File: config.mk
export PLATFORM = sky130hd
export DESIGN_NAME = bcd_up_counter_2digit
export DESIGN_NICKNAME = d
export VERILOG_FILES = /design/src/rtl/bcd_up_counter_2digit.sv
export SDC_FILE = /design/constraint.sdc
export NUM_CORES = 1
export LEC_CHECK = 0
export CAP_MARGIN = 20
export CORE_AREA = 5 5 50 52
export DETAILED_ROUTE_END_ITERATION = 8
export DIE_AREA = 0 0 55 57
export PLACE_DENSITY = 0.77
export SYNTH_ARGS = -nofsm -noshare
export SYNTH_HDL_FRONTEND = slang
export SYNTH_SLANG_ARGS = --single-unit
export TNS_END_PERCENT = 30
File: constraint.sdc
create_clock -name clk -period 3.3 [get_ports clk]
set_input_delay 0.66 -clock clk [delete_from_list [all_inputs] [get_ports clk]]
set_output_delay 0.66 -clock clk [all_outputs]
set_load 0.01 [all_outputs]
File: src/rtl/bcd_up_counter_2digit.sv
// rtl/bcd_up_counter_2digit.sv - two-digit BCD up counter with load, wrap at TERMINAL and carry pulse
module bcd_up_counter_2digit #(
    parameter int TERMINAL = 99
) (
    input  logic       clk,
    input  logic       clear,
    input  logic       enable,
    input  logic       load,
    input  logic [7:0] load_value,
    output logic [3:0] ones,
    output logic [3:0] tens,
    output logic       carry,
    output logic       load_err
);

    localparam logic [7:0] TERM = 8'(TERMINAL);

    logic [3:0] ld_tens;
    logic [3:0] ld_ones;
    logic       ld_tens_bad;
    logic       ld_ones_bad;
    logic [7:0] count_val;
    logic       at_terminal;

    assign ld_tens_bad = (load_value[7:4] > 4'd9);
    assign ld_ones_bad = (load_value[3:0] > 4'd9);
    assign ld_tens     = ld_tens_bad ? 4'd0 : load_value[7:4];
    assign ld_ones     = ld_ones_bad ? 4'd0 : load_value[3:0];

    // Decimal value of the current count; a loaded value above TERMINAL also wraps.
    assign count_val   = ({4'd0, tens} * 8'd10) + {4'd0, ones};
    assign at_terminal = (count_val >= TERM);

    always_ff @(posedge clk or posedge clear) begin
        if (clear) begin
            ones     <= 4'd0;
            tens     <= 4'd0;
            carry    <= 1'b0;
            load_err <= 1'b0;
        end else begin
            carry    <= 1'b0;
            load_err <= 1'b0;
            if (load) begin
                tens     <= ld_tens;
                ones     <= ld_ones;
                load_err <= ld_tens_bad | ld_ones_bad;
            end else if (enable) begin
                if (at_terminal) begin
                    tens  <= 4'd0;
                    ones  <= 4'd0;
                    carry <= 1'b1;
                end else if (ones == 4'd9) begin
                    ones <= 4'd0;
                    tens <= tens + 4'd1;
                end else begin
                    ones <= ones + 4'd1;
                end
            end
        end
    end

endmodule

==> reports/qor.csv <==
stage;metric;value;unit
status;status;finished clean;
clock_tree;PostCTS Resize Cnt;0;
synth;Syn Area/Cell;8.66;um2
floorplanning;die area;3140;um2
sta;fin crit share;0.930;
sta;max_slew headroom;0.589;
synth;Post-Syn Area;943;um2
global_route;vias in the first global route;920;
sta;Setup violations, final;0;
finish;share of cells above drive strength 1;0.0687;
place;GPL Wtd Cong;0.888;
synth;sequential fraction of the synthesis area;0.265;
clock_tree;CTS hold repair buffers;0;
setup_path;Critical Path Start Type;register;
synth;main combinational cell family by area after synthesis;compound AO/OA/AOI/OAI gates;
sta;Final Hold Vio Count;0;
floorplanning;Row Count;17;
place;DP HPWL;1.83;mm
sta;worst clock skew;0.000546;ns
worst_hold_path;hold crit path type;reg -> reg;
setup_path;R2R setup slack;0.23;ns
floorplanning;CORE AREA;2060;um2
sta;Fmax;0.326;GHz
clock_tree;Root Buffer;clkbuf_4;
setup_path;worst r2r src;tens[1];
sta;worst-margin pin slew;0.615;ns
pwr;Static Leak;0.534;nW
setup_path;Critical Path End Type;register;
clock_tree;clock sinks;10;
setup_path;critical path class;reg -> reg;
finish;most common cell after layout, fill and taps aside;clkdlybuf4s50_1;
pwr;power density over the cells;887;nW/um2
setup_path;Worst Path Max Fanout;12;
place;Placed Cells incl. Taps;156;
global_route;global-route wire length before repair;4.23;mm
synth;Post-synth ARST share;1.00;
route;aggregate routed wire length;2.34;mm
route;WL per Instance;14.7;um
sta;Slew Limit Fails;0;
route;Iteration-0 DRC Markers;23;
finish;Nets;157;
clock_tree;clock transition at the registers of the reported paths;0.06;ns
floorplanning;Top-Level Pins;22;
synth;commonest register cell after synthesis;dfrtp_1;
sta;RSZ-0062 raised after global routing;no;
global_route;All-Layer GR Usage;0.179;
route;Vias/cell;5.81;
sta;setup TNS;0;ns
global_route;Overflow after GRT;0;
flow_run;max_cap viols;0;
floorplanning;Die X;55;um
setup_path;Reg2Reg Depth;11;
setup_path;WP data arrival;3.21;ns
synth;cells after synthesis;109;
synth;synthesized-area fraction occupied by adder cells;0.175;
synth;XOR/XNOR share of the synthesized area;0.0186;
route;via count;923;
global_route;largest net degree at the start of global routing;21;
clock_tree;H-tree levels;1;
floorplanning;Die Y;57;um
finish;final cell count without fillers;159;
setup_path;crit path launch;tens[1];
synth;syn_nets;133;
sta;minimum clock period;3.07;ns
route;Detailed Routing Iterations Pass 1;4;
global_route;initial antenna violation count;0;
place;PortBufs;21;
setup_path;CP Data Required Time;3.44;ns
floorplanning;Initial Util;0.457;
synth;yosys warns;0;
finish;synthesis-to-layout area growth;27.5;%
clock_tree;insertion delay to the later sink of the worst-skew pair;0.26;ns
synth;count of cell types in the netlist;40;
synth;#FFs+latches synth;10;
synth;mux share of post-synthesis cell area;0.0106;
clock_tree;total CTS buffers;3;
pwr;VDD IR max;0.462;mV
route;drt drc;0;
finish;commonest non-fill, non-tap cells in the layout;clkdlybuf4s50_1 (21), inv_1 (11), ha_1 (10), dfrtp_1 (10);
worst_hold_path;hold_sp;ones[1];
clock_tree;post-CTS setup buffer count;0;
sta;WHS;0.639;ns
synth;compound-cell area share of the yosys netlist;0.273;
finish;n_diodes;0;
worst_hold_path;Worst Hold Depth;2;
pwr;Design Power;1.07;mW
clock_tree;CTS tree;built;
synth;Post-synth EDFFs;0;
setup_path;FF-to-FF End;tens[0];
synth;Synth Area in Simple Gates;0.188;
worst_hold_path;worst hold endpoint;ones[1];
route;Final ANT Viol Nets;0;
clock_tree;CTS max path bufs;2;
==> flip-flops by register name (all words and copies together) (netlist names) <==
signal / cells
carry: 1
ones: 4
tens: 4
load_err: 1
==> Yosys cell counts, types with 3 or more instances <==
library cell	instances	area (um2)
a21o_1	3	22.5
a21oi_1	8	40.0
a31oi_1	3	18.8
a32oi_1	3	26.3
dfrtp_1	10	250
ha_1	10	125
inv_1	11	41.3
nand2_1	6	22.5
nand3_1	4	20.0
nor2_1	8	30.0
nor3_1	3	15.0
o21ai_0	6	30.0
==> cell families after synthesis <==
| kind of cell | Yosys count |
|---|---|
| multiplexers | 1 |
| XOR/XNOR | 2 |
| buffers and inverters | 15 |
| AO/OA/AOI/OAI | 37 |
| adder cells (fa/ha/maj) | 12 |
| AND/OR/NAND/NOR | 32 |
| flip-flops | 10 |
==> worst max path at each step <==
stage	endpoint	cells after the start
after global routing	tens[0]	11
after global placement	tens[0]	11
after CTS	tens[0]	11
after detailed placement	tens[0]	11
final	tens[0]	11
after floorplan	tens[2]	11
==> layer usage <==
layer | up-vias | routed length (um) | part of all wire | GRT usage
li1 | 450 | - | - | -
met2 | 25 | 1190 | 0.51 | 0.292
met5 | - | 0 | 0 | 0
met3 | 5 | 97 | 0.041 | 0.0366
met4 | 0 | 38 | 0.016 | 0.0625
met1 | 443 | 1010 | 0.43 | 0.230
==> through the flow <==
step	util	worst slack (ns)	area, um2
2_1_floorplan	-	0.508	943
3_3_place_gp	0.572	0.365	1180
3_5_place_dp	0.572	0.250	1180
4_1_cts	0.583	0.238	1200
5_1_grt	0.583	0.0541	1200
6_report	0.583	0.230	1200
==> area by class of cell <==
cell class | instances | area (um2)
well taps | 28 | 35.0
clock buffers | 3 | 22.5
multi-input cells | 84 | 628
fillers | 199 | 861
repair buffers | 23 | 225
flip-flops and latches | 10 | 250
inverters | 11 | 41.3
==> worst max-delay path: stages (launching register included) <==
cell	delay [ns]
dfrtp_1	0.46
ha_1	0.32
ha_1	0.22
inv_1	0.08
fa_1	0.47
and2b_1	0.27
a311oi_1	0.10
a31o_1	0.22
nor4_4	0.27
buf_4	0.22
a21o_1	0.21
a22oi_1	0.11
==> where the power goes <==
group | internal (mW) | switching [mW] | leakage [nW]
combinational | 0.342 | 0.384 | 0.393
clock | 0.0422 | 0.0423 | 0.0138
sequential | 0.170 | 0.0861 | 0.127
total | 0.554 | 0.512 | 0.534
No activity file was read; power rests on OpenSTA's default activity.
